`config.mk`:
```
export PLATFORM = sky130hd
export DESIGN_NAME = kpn_scale_process
export DESIGN_NICKNAME = d
export VERILOG_FILES = /design/src/rtl/kpn_fixed_pkg.sv /design/src/rtl/kpn_token_buffer.sv /design/src/rtl/kpn_scale_process.sv
export SDC_FILE = /design/constraint.sdc
export NUM_CORES = 1
export LEC_CHECK = 0
export ABC_AREA = 1
export CAP_MARGIN = 20
export CORE_ASPECT_RATIO = 0.5
export CORE_MARGIN = 1.5
export CORE_UTILIZATION = 45
export DETAILED_ROUTE_END_ITERATION = 7
export GPL_TIMING_DRIVEN = 0
export PLACE_DENSITY = 0.76
export SYNTH_ARGS = -nofsm -noshare
export SYNTH_HDL_FRONTEND = slang
export SYNTH_SLANG_ARGS = --single-unit
```
`constraint.sdc`:
```
create_clock -name clk -period 3.6 [get_ports clk]
set_input_delay 0.72 -clock clk [delete_from_list [all_inputs] [get_ports clk]]
set_output_delay 0.72 -clock clk [all_outputs]
set_load 0.01 [all_outputs]
```
`src/rtl/kpn_fixed_pkg.sv`:
```
// kpn_fixed_pkg
// Shared fixed-point definitions for the KPN processing nodes.
// Tokens are signed Q(BITS_NUMBER-FRAC_BITS).FRAC_BITS. The round-and-saturate
// helper turns a full-width signed product back into a token. It rounds half up
// and clamps to the token range.
package kpn_fixed_pkg;

  localparam int BITS_NUMBER = 16;
  localparam int FRAC_BITS   = 8;
  localparam int PROD_BITS   = 2 * BITS_NUMBER;

  localparam logic [BITS_NUMBER-1:0] SAT_MAX = 16'h7FFF;
  localparam logic [BITS_NUMBER-1:0] SAT_MIN = 16'h8000;

  // 2**(FRAC_BITS-1) in the one-bit-wider product domain, so the bias can never wrap.
  localparam logic signed [PROD_BITS:0] ROUND_HALF =
    {{(PROD_BITS - FRAC_BITS + 1){1'b0}}, 1'b1, {(FRAC_BITS - 1){1'b0}}};

  // Round half up, drop the fractional bits with an arithmetic shift, then clamp.
  function automatic logic [BITS_NUMBER-1:0] round_sat(
    input logic signed [PROD_BITS-1:0] product
  );
    logic signed [PROD_BITS:0] biased;
    logic signed [PROD_BITS:0] shifted;
    logic [BITS_NUMBER-1:0]    result;
    biased  = {product[PROD_BITS-1], product} + ROUND_HALF;
    shifted = biased >>> FRAC_BITS;
    // The value fits only if every bit above the token sign bit equals that sign bit.
    if ((&shifted[PROD_BITS:BITS_NUMBER-1]) || !(|shifted[PROD_BITS:BITS_NUMBER-1])) begin
      result = shifted[BITS_NUMBER-1:0];
    end else if (shifted[PROD_BITS]) begin
      result = SAT_MIN;
    end else begin
      result = SAT_MAX;
    end
    return result;
  endfunction

endpackage

```
`src/rtl/kpn_token_buffer.sv`:
```
// kpn_token_buffer
// Synchronous FIFO with 2**DEPTH_LOG2 entries. It has push/pop strobes, exposes
// the head word combinationally, and uses a synchronous active-high reset.
// Ports:
//   clk, reset          clock, synchronous active-high reset
//   push, push_data     write request and data
//   pop                 remove the head entry
//   head_data           current head entry (valid when !empty)
//   full, empty         status derived from an occupancy count
module kpn_token_buffer #(
  parameter int WIDTH      = 16,
  parameter int DEPTH_LOG2 = 2
) (
  input  logic             clk,
  input  logic             reset,
  input  logic             push,
  input  logic [WIDTH-1:0] push_data,
  input  logic             pop,
  output logic [WIDTH-1:0] head_data,
  output logic             full,
  output logic             empty
);

  localparam int DEPTH = 1 << DEPTH_LOG2;
  localparam logic [DEPTH_LOG2-1:0] PTR_ONE   = DEPTH_LOG2'(1);
  localparam logic [DEPTH_LOG2:0]   CNT_ONE   = (DEPTH_LOG2 + 1)'(1);
  localparam logic [DEPTH_LOG2:0]   CNT_FULL  = (DEPTH_LOG2 + 1)'(DEPTH);
  localparam logic [DEPTH_LOG2:0]   CNT_EMPTY = {(DEPTH_LOG2 + 1){1'b0}};

  logic [WIDTH-1:0]      mem [DEPTH];
  logic [DEPTH_LOG2-1:0] wr_ptr;
  logic [DEPTH_LOG2-1:0] rd_ptr;
  logic [DEPTH_LOG2:0]   count;
  logic                  do_push;
  logic                  do_pop;

  // Status and guarded strobes. A push into a full buffer is legal only alongside a pop.
  always_comb begin
    full      = (count == CNT_FULL);
    empty     = (count == CNT_EMPTY);
    do_pop    = pop && !empty;
    do_push   = push && (!full || do_pop);
    head_data = mem[rd_ptr];
  end

  // Storage array. It needs no reset because the count gates every read.
  always_ff @(posedge clk) begin
    if (do_push) begin
      mem[wr_ptr] <= push_data;
    end
  end

  // Pointers wrap naturally modulo DEPTH, and the count tracks the occupancy.
  always_ff @(posedge clk) begin
    if (reset) begin
      wr_ptr <= {DEPTH_LOG2{1'b0}};
      rd_ptr <= {DEPTH_LOG2{1'b0}};
      count  <= CNT_EMPTY;
    end else begin
      if (do_push) begin
        wr_ptr <= wr_ptr + PTR_ONE;
      end
      if (do_pop) begin
        rd_ptr <= rd_ptr + PTR_ONE;
      end
      case ({do_push, do_pop})
        2'b10:   count <= count + CNT_ONE;
        2'b01:   count <= count - CNT_ONE;
        default: count <= count;
      endcase
    end
  end

endmodule

```
`src/rtl/kpn_scale_process.sv`:
```
// kpn_scale_process
// KPN node that scales each incoming fixed-point token by COEFF, with rounding
// and saturation. The input side cannot be stalled. A small token buffer
// absorbs downstream stalls, and tokens arriving while it is full are dropped
// and flagged.
// Pipeline: buffer -> S1 (full-width product) -> S2 (out_data/out_wr).
// Ports:
//   clk, reset     clock, synchronous active-high reset
//   in_data, in_wr incoming token and its write strobe
//   out_full       downstream full; blocks the output write
//   out_data       scaled token, held with out_wr until accepted
//   out_wr         output write request
//   overflow       sticky flag, set when an input token was dropped
//   token_count    number of accepted output tokens (wraps)
// BITS_NUMBER/FRAC_BITS must match kpn_fixed_pkg, because round_sat is sized from it.
module kpn_scale_process
  import kpn_fixed_pkg::*;
#(
  parameter int                     BITS_NUMBER  = 16,
  parameter int                     FRAC_BITS    = 8,
  parameter logic [BITS_NUMBER-1:0] COEFF        = 16'h0200,
  parameter int                     BUF_ELEMENTS = 2
) (
  input  logic                   clk,
  input  logic                   reset,
  input  logic [BITS_NUMBER-1:0] in_data,
  input  logic                   in_wr,
  input  logic                   out_full,
  output logic [BITS_NUMBER-1:0] out_data,
  output logic                   out_wr,
  output logic                   overflow,
  output logic [15:0]            token_count
);

  localparam logic signed [BITS_NUMBER-1:0] COEFF_S = COEFF;

  logic [BITS_NUMBER-1:0]          head;
  logic                            buf_full;
  logic                            buf_empty;
  logic                            push;
  logic                            pop;
  logic                            s2_ready;
  logic                            s1_valid;
  logic signed [2*BITS_NUMBER-1:0] s1_product;

  kpn_token_buffer #(
    .WIDTH      (BITS_NUMBER),
    .DEPTH_LOG2 (BUF_ELEMENTS)
  ) u_buffer (
    .clk       (clk),
    .reset     (reset),
    .push      (push),
    .push_data (in_data),
    .pop       (pop),
    .head_data (head),
    .full      (buf_full),
    .empty     (buf_empty)
  );

  // Handshake: S2 can take a new token when it is empty or its token leaves this edge.
  // S1 then advances with S2, so the buffer may pop into an empty or advancing S1.
  always_comb begin
    s2_ready = !out_wr || !out_full;
    pop      = !buf_empty && (!s1_valid || s2_ready);
    push     = in_wr && (!buf_full || pop);
  end

  // Pipeline stages, output handshake, drop flag and acceptance counter.
  always_ff @(posedge clk) begin
    if (reset) begin
      s1_valid    <= 1'b0;
      s1_product  <= {(2*BITS_NUMBER){1'b0}};
      out_data    <= {BITS_NUMBER{1'b0}};
      out_wr      <= 1'b0;
      overflow    <= 1'b0;
      token_count <= 16'd0;
    end else begin
      if (in_wr && !push) begin
        overflow <= 1'b1;
      end

      if (pop) begin
        s1_product <= $signed(head) * COEFF_S;
        s1_valid   <= 1'b1;
      end else if (s2_ready) begin
        s1_valid   <= 1'b0;
      end else begin
        s1_valid   <= s1_valid;
      end

      // When S1 is empty, out_data keeps its last value and only out_wr drops.
      if (s2_ready) begin
        if (s1_valid) begin
          out_data <= round_sat(s1_product);
          out_wr   <= 1'b1;
        end else begin
          out_wr   <= 1'b0;
        end
      end

      if (out_wr && !out_full) begin
        token_count <= token_count + 16'd1;
      end
    end
  end

endmodule

```
==> results.py, run 1 <==
metrics = {
    "yosys": {
        "synthCells": 492,
        "synth_common_cells": "nor2_1 (101), o21ai_0 (73), edfxtp_1 (64)",
        "synth.top_cell.area_share_pct": 39.2,
        "syn_nets": 522,
        "ys_seq_area_share_pct": 62.9,
        "avgSynthCellArea_um2": 9.96,
        "synthFlopType": "edfxtp_1",
        "syn_area_um2": 4900,
        "synth.distinct_cells": 31,
        "synth_seq_cells": 122,
        "synth_area_leader_cell": "edfxtp_1",
        "synth_area_leaders": "edfxtp_1 (39%), dfxtp_1 (24%), nor2_1 (7.7%)",
        "async_reset_ff_share_pct": 0,
        "yosysMostFrequentCell": "nor2_1",
        "synth-warning-count": 0,
        "synth-edff-count": 64,
    },
    "floorplan": {
        "die_x_um": 151,
        "die_area_um2": 11600,
        "initial_utilization_pct": 47.1,
        "design.portCount": 54,
        "die_y_um": 76.8,
        "placementRows": 26,
        "core_area_um2": 10400,
    },
    "grt": {
        "grt_pass1_vias": 3724,
        "grt_util_all_layers_pct": 20.1,
        "grt-ovfl-total": 0,
        "antenna_found_initial": 0,
        "grt_max_degree": 17,
        "grt_pass1_wl_um": 17700,
    },
    "clocking": {
        "post-cts-setup-buffer-count": 0,
        "cts_resized": 0,
        "holdBufCountCts": 0,
        "cts_tree": "yes",
        "clk_pin_slew_ns": 0.06,
        "cts_buffers": 17,
        "cts_buffer_depth": 2,
        "clk_latency_ns": 0.42,
        "cts_sinks": 122,
        "cts_root_buf": "clkbuf_16",
        "h-tree-depth": 4,
    },
    "timing": {
        "worst_pin_slew_ns": 0.931,
        "final-setup-viol-count": 0,
        "fin_ws_ns": 0.932,
        "hold_viol": 0,
        "final.min_clock_period_ns": 2.67,
        "maxClockFrequency_ghz": 0.375,
        "finalCritPeriodShare_pct": 74.1,
        "setup_tns_ns": 0,
        "rsz0062_at_grt": "no",
        "finClkSkew_ns": 0.00613,
        "drv_slew": 0,
        "relSlewSlack_pct": 37.9,
    },
    "setup_path": {
        "critical_path_arrival_ns": 2.96,
        "crit_slowest_cell": "clkdlybuf4s50_1",
        "worstSetupEndpointType": "register",
        "critPathKind": "input port to register",
        "crit_required_ns": 3.89,
        "max_stage_delay_ns": 0.56,
        "worst-path-max-fanout": 8,
        "start_kind": "input port",
        "path_cells": "clkdlybuf4s50_1, nand3_1, nand2_2, nand2_1, nand2_2, ha_1, inv_1, fa_1, a21oi_1, o21ai_0, o21ai_0, a21oi_1",
    },
    "drt": {
        "wire_per_inst_um": 14.9,
        "drt_iter0_markers": 352,
        "drt.antenna.violating_nets": 0,
        "remaining_drc_errors": 0,
        "firstDrtPassIters": 5,
        "vias_per_cell": 5.22,
        "vias": 3746,
        "drt_wl_total_um": 10700,
    },
    "pwr": {
        "p_leak_nw": 2.28,
        "vdd.ir_drop.worst_v": 0.000330,
        "powerDensity_nw_per_um2": 775,
    },
    "place": {
        "dp_hpwl_um": 7110,
        "gp_congestion": 0.885,
        "port_buffers": 53,
        "pre_cts_ws_ns": 0.529,
    },
    "layout": {
        "fin_nets": 595,
        "multiInputGateArea_um2": 1560,
        "antenna_cells": 0,
        "regArea_um2": 3080,
        "n_fill_cell": 801,
        "drive_above_1_share_pct": 11.1,
        "area_delta_synth_final_pct": 27.0,
    },
    "worst_hold_path": {
        "hold_path.class": "register to register",
    },
    "run_status": {
        "status": "finished, final reports clean",
    },
    "job": {
        "max_cap_violations": 0,
    },
}
==> through the flow <==
stage	hold WS, ns	power [mW]	std cells	util, %	area, um^2
after floorplan	0.447	2.64	492	-	4900
after global placement	0.456	3.08	685	53.8	5600
after detailed placement	0.464	3.11	686	54.0	5620
after CTS	0.476	4.84	718	59.8	6220
after global routing	0.500	5.08	718	59.8	6220
final	0.478	4.82	718	59.8	6220
==> routing by layer <==
metal	GRT usage [%]	share of wire (%)
met1	25.1	44
met2	32.1	48
met3	5.83	6.7
met4	9.80	1.9
met5	0	0
==> worst paths after layout <==
path	start	to	slack, ns	cells after the start
worst min-delay path	overflow	overflow	0.48	2
worst min register to register	overflow	overflow	0.48	2
worst max register to register	out_wr	u_buffer.count[2]	1.37	11
worst max-delay path	out_full	u_buffer.count[2]	0.93	12
==> power by group <==
group	leakage, nW	switching [mW]	total [mW]	internal [mW]
Combinational	0.940	0.781	1.27	0.484
Clock	0.277	0.630	1.72	1.09
Sequential	1.06	0.138	1.84	1.70
==> flip-flops by register name, indices dropped and copies added (netlist names) <==
signal,count
u_buffer.mem,64
s1_valid,1
u_buffer.rd_ptr,2
overflow,1
token_count,16
u_buffer.wr_ptr,2
u_buffer.count,3
out_data,16
out_wr,1
s1_product,16
==> cells by family after synthesis <==
| group | synth area share, % |
|---|---|
| buf+inv | 5.34 |
| flops | 62.9 |
| compound gates | 13.9 |
| simple gates | 15.1 |
| fa+ha+maj | 2.71 |
==> cell type report <==
class                   count  area share [%]
inverters                  38            2.29
clock inverters            15            2.81
well taps                 140            2.81
clock buffers              17            6.84
plain buffers              22            1.91
repair buffers             54            8.71
multi-input cells         310            25.1
flip-flops and latches    122            49.5
==> cells in the final DEF, fill, tap and decap left out, drive strengths merged <==
master,netlist,final
nand2,50,50
clkdlybuf4s50,0,53
clkinv,0,5
edfxtp,64,64
o22ai,16,16
clkinvlp,0,5
fa,1,1
clkbuf,10,27
a31oi,15,15
o21bai,1,1
o21ai,79,79
dfxtp,58,58
nor3,5,5
nor2,105,105
ha,9,9
nand3b,1,1
inv,38,40
buf,12,13
bufinv,0,3
nand3,10,10
nand4,1,1
or2,1,1
a21oi,16,16
==> worst max-delay path, delay by kind of cell <==
kind                       cells  cell delay, ns
AOI/OAI and AO/OA              4            0.53
and+or+nand+nor                4            0.52
adders and majority gates      2            0.55
buffers and inverters          2            0.63
No activity file was read; power rests on OpenSTA's default activity.
==> run 2: changes to the inputs <==
--- a/config.mk
+++ b/config.mk
@@ -12,7 +12,7 @@
 export CORE_UTILIZATION = 45
 export DETAILED_ROUTE_END_ITERATION = 7
 export GPL_TIMING_DRIVEN = 0
-export PLACE_DENSITY = 0.76
+export PLACE_DENSITY = 0.79
 export SYNTH_ARGS = -nofsm -noshare
 export SYNTH_HDL_FRONTEND = slang
 export SYNTH_SLANG_ARGS = --single-unit
==> constraint.sdc (replaced) <==
create_clock -name clk -period 2.35 [get_ports clk]
set_input_delay 0.47 -clock clk [delete_from_list [all_inputs] [get_ports clk]]
set_output_delay 0.47 -clock clk [all_outputs]
set_load 0.01 [all_outputs]
==> run 2 against run 1 <==
Effect of this change: register-to-register slack worse by 1.1 ns; die area unchanged; final area shrank 0.68%; combinational power grew 52%; via count down 2.3%; first-iteration DRC count decreased by 22%; cell count fell by 0.14%; critical path depth unchanged; routed wire length fell by 2.0%; setup slack worse by 0.71 ns; non-clock buffer count is the same; sequential cell count stayed put.
==> results.py, run 2 (synthesized netlist as in run 1, its figures left out) <==
metrics = {
    "clocking": {
        "clk_latency_ns": 0.41,
        "cts_buffers": 17,
        "cts_buffer_depth": 2,
        "cts_sinks": 122,
        "cts_tree": "yes",
        "clk_pin_slew_ns": 0.05,
        "h-tree-depth": 4,
        "post-cts-setup-buffer-count": 0,
        "cts_root_buf": "clkbuf_16",
    },
    "pwr": {
        "power.internal_mw": 4.89,
        "p_sw_mw": 2.30,
        "swShare_pct": 32.0,
        "powerDensity_nw_per_um2": 1160,
        "vdd.ir_drop.worst_v": 0.000618,
        "p_clk_share_pct": 33.9,
        "p_total_mw": 7.19,
        "combPwrFrac_pct": 26.9,
        "p_leak_nw": 2.27,
        "pwr-share-seq_pct": 39.3,
    },
    "timing": {
        "finalCritPeriodShare_pct": 90.6,
        "relSlewSlack_pct": 37.0,
        "hold-worst-slack_ns": 0.470,
        "rsz0062_at_grt": "no",
        "finClkSkew_ns": 0.00879,
        "final.min_clock_period_ns": 2.13,
        "hold_viol": 0,
        "worst_pin_slew_ns": 0.944,
        "setup_tns_ns": 0,
        "final-setup-viol-count": 0,
        "maxClockFrequency_ghz": 0.470,
        "drv_slew": 0,
    },
    "drt": {
        "firstDrtPassIters": 5,
        "drt_wl_total_um": 10500,
        "drt.antenna.violating_nets": 0,
        "top_layer": "met4",
        "vias": 3659,
        "drt_iter0_markers": 275,
        "met1Wirelength_um": 4820,
        "wl_met3_um": 738,
        "vias_per_cell": 5.10,
        "remaining_drc_errors": 0,
        "wire_per_inst_um": 14.7,
        "wl_met2_um": 4830,
    },
    "worst_hold_path": {
        "hold_path.class": "register to register",
    },
    "place": {
        "dp_hpwl_um": 6900,
        "gp_congestion": 0.858,
        "dpl_cell_area_um2": 5620,
        "port_buffers": 53,
    },
    "floorplan": {
        "die_x_um": 151,
        "initial_utilization_pct": 47.1,
        "core_area_um2": 10400,
        "placementRows": 26,
        "design.portCount": 54,
        "die_area_um2": 11600,
        "die_y_um": 76.8,
    },
    "layout": {
        "area_delta_synth_final_pct": 26.2,
        "layout_common_cells": "nor2_1 (98), o21ai_0 (73), edfxtp_1 (64), dfxtp_1 (57), clkdlybuf4s50_1 (52)",
        "regArea_um2": 3080,
        "largest_reg_flops": 64,
        "drive_above_1_share_pct": 11.1,
        "fin_area_um2": 6180,
        "mostFrequentLayoutCell": "nor2_1",
        "n_fill_cell": 812,
        "multiInputGateArea_um2": 1560,
        "antenna_cells": 0,
        "fin_nets": 595,
        "largest_register": "u_buffer.mem",
    },
    "run_status": {
        "status": "finished, final reports clean",
    },
    "setup_path": {
        "worst-path-max-fanout": 8,
        "crit_required_ns": 2.64,
        "worstSetupEndpointType": "register",
        "start_kind": "input port",
        "critPathKind": "input port to register",
        "critical_path_arrival_ns": 2.42,
    },
    "grt": {
        "grt_pass1_wl_um": 17300,
        "grt_util_all_layers_pct": 19.7,
        "grt_pass1_vias": 3571,
        "grt-ovfl-total": 0,
        "grt_max_degree": 17,
        "antenna_found_initial": 0,
    },
    "job": {
        "max_cap_violations": 0,
    },
}
[run 2: cell count changes in the layout (fill, tap and decap cells not counted), sizes merged]
cell           before  now
clkinvlp            5    3
inv                40   38
bufinv              3    2
clkinv              5    9
clkdlybuf4s50      53   52
dlygate4sd2         0    1
[run 2: final timing paths]
path | startpoint | endpoint | slack, ns | depth (start not counted)
setup / recovery | out_full | u_buffer.count[2] | 0.22 | 12
setup reg to reg | out_wr | u_buffer.count[2] | 0.23 | 11
hold / removal | s1_product[17] | out_data[9] | 0.47 | 2
hold reg to reg | s1_product[17] | out_data[9] | 0.47 | 2
[run 2: power by group through the flow]
| stage | Sequential (mW) | Clock, mW | Combinational (mW) |
|---|---|---|---|
| 6_report | 2.82 | 2.43 | 1.93 |
| 5_1_grt | 2.86 | 2.57 | 2.18 |
| 4_1_cts | 2.82 | 2.47 | 1.93 |
| 3_5_place_dp | 2.85 | 0 | 1.89 |
| 3_3_place_gp | 2.85 | 0 | 1.86 |
| 2_1_floorplan | 2.84 | 0 | 1.20 |
[run 2: layer usage]
metal / vias to the layer above / GRT usage [%]
li1: 1834 / -
met1: 1676 / 25.8
met2: 126 / 30.7
met3: 23 / 6.49
met4: 0 / 6.47
met5: - / 0
[run 2: area by class of cell]
class / count / share of cell area, %
inverters: 38 / 2.31
well taps: 140 / 2.83
clock inverters: 14 / 2.15
repair buffers: 54 / 8.74
clock buffers: 17 / 6.88
plain buffers: 22 / 1.92
flip-flops and latches: 122 / 49.9
multi-input cells: 310 / 25.3
[run 2: worst max-delay path, stage by stage]
cell and delay [ns]:
dlygate4sd2_1 0.31, nand3_1 0.14, nand2_2 0.13, nand2_1 0.07, nand2_2 0.16, ha_1 0.17
inv_1 0.06, fa_1 0.38, a21oi_1 0.16, o21ai_0 0.13, o21ai_0 0.17, a21oi_1 0.06
[run 2: per-stage QoR]
step	std cells	utilization, %	setup slack [ns]
after detailed placement	686	54.0	-0.424
after floorplan	492	-	0.371
after CTS	717	59.4	0.158
after global routing	717	59.4	0.0336
final	717	59.4	0.221
after global placement	685	53.8	-0.675
[run 2: repair_timing]
action | CTS | global route
hold buffers | 0 | 0
resized for setup | 1 | 1
endpoints found under the setup margin | 1 | 1
pin swaps | 0 | 0
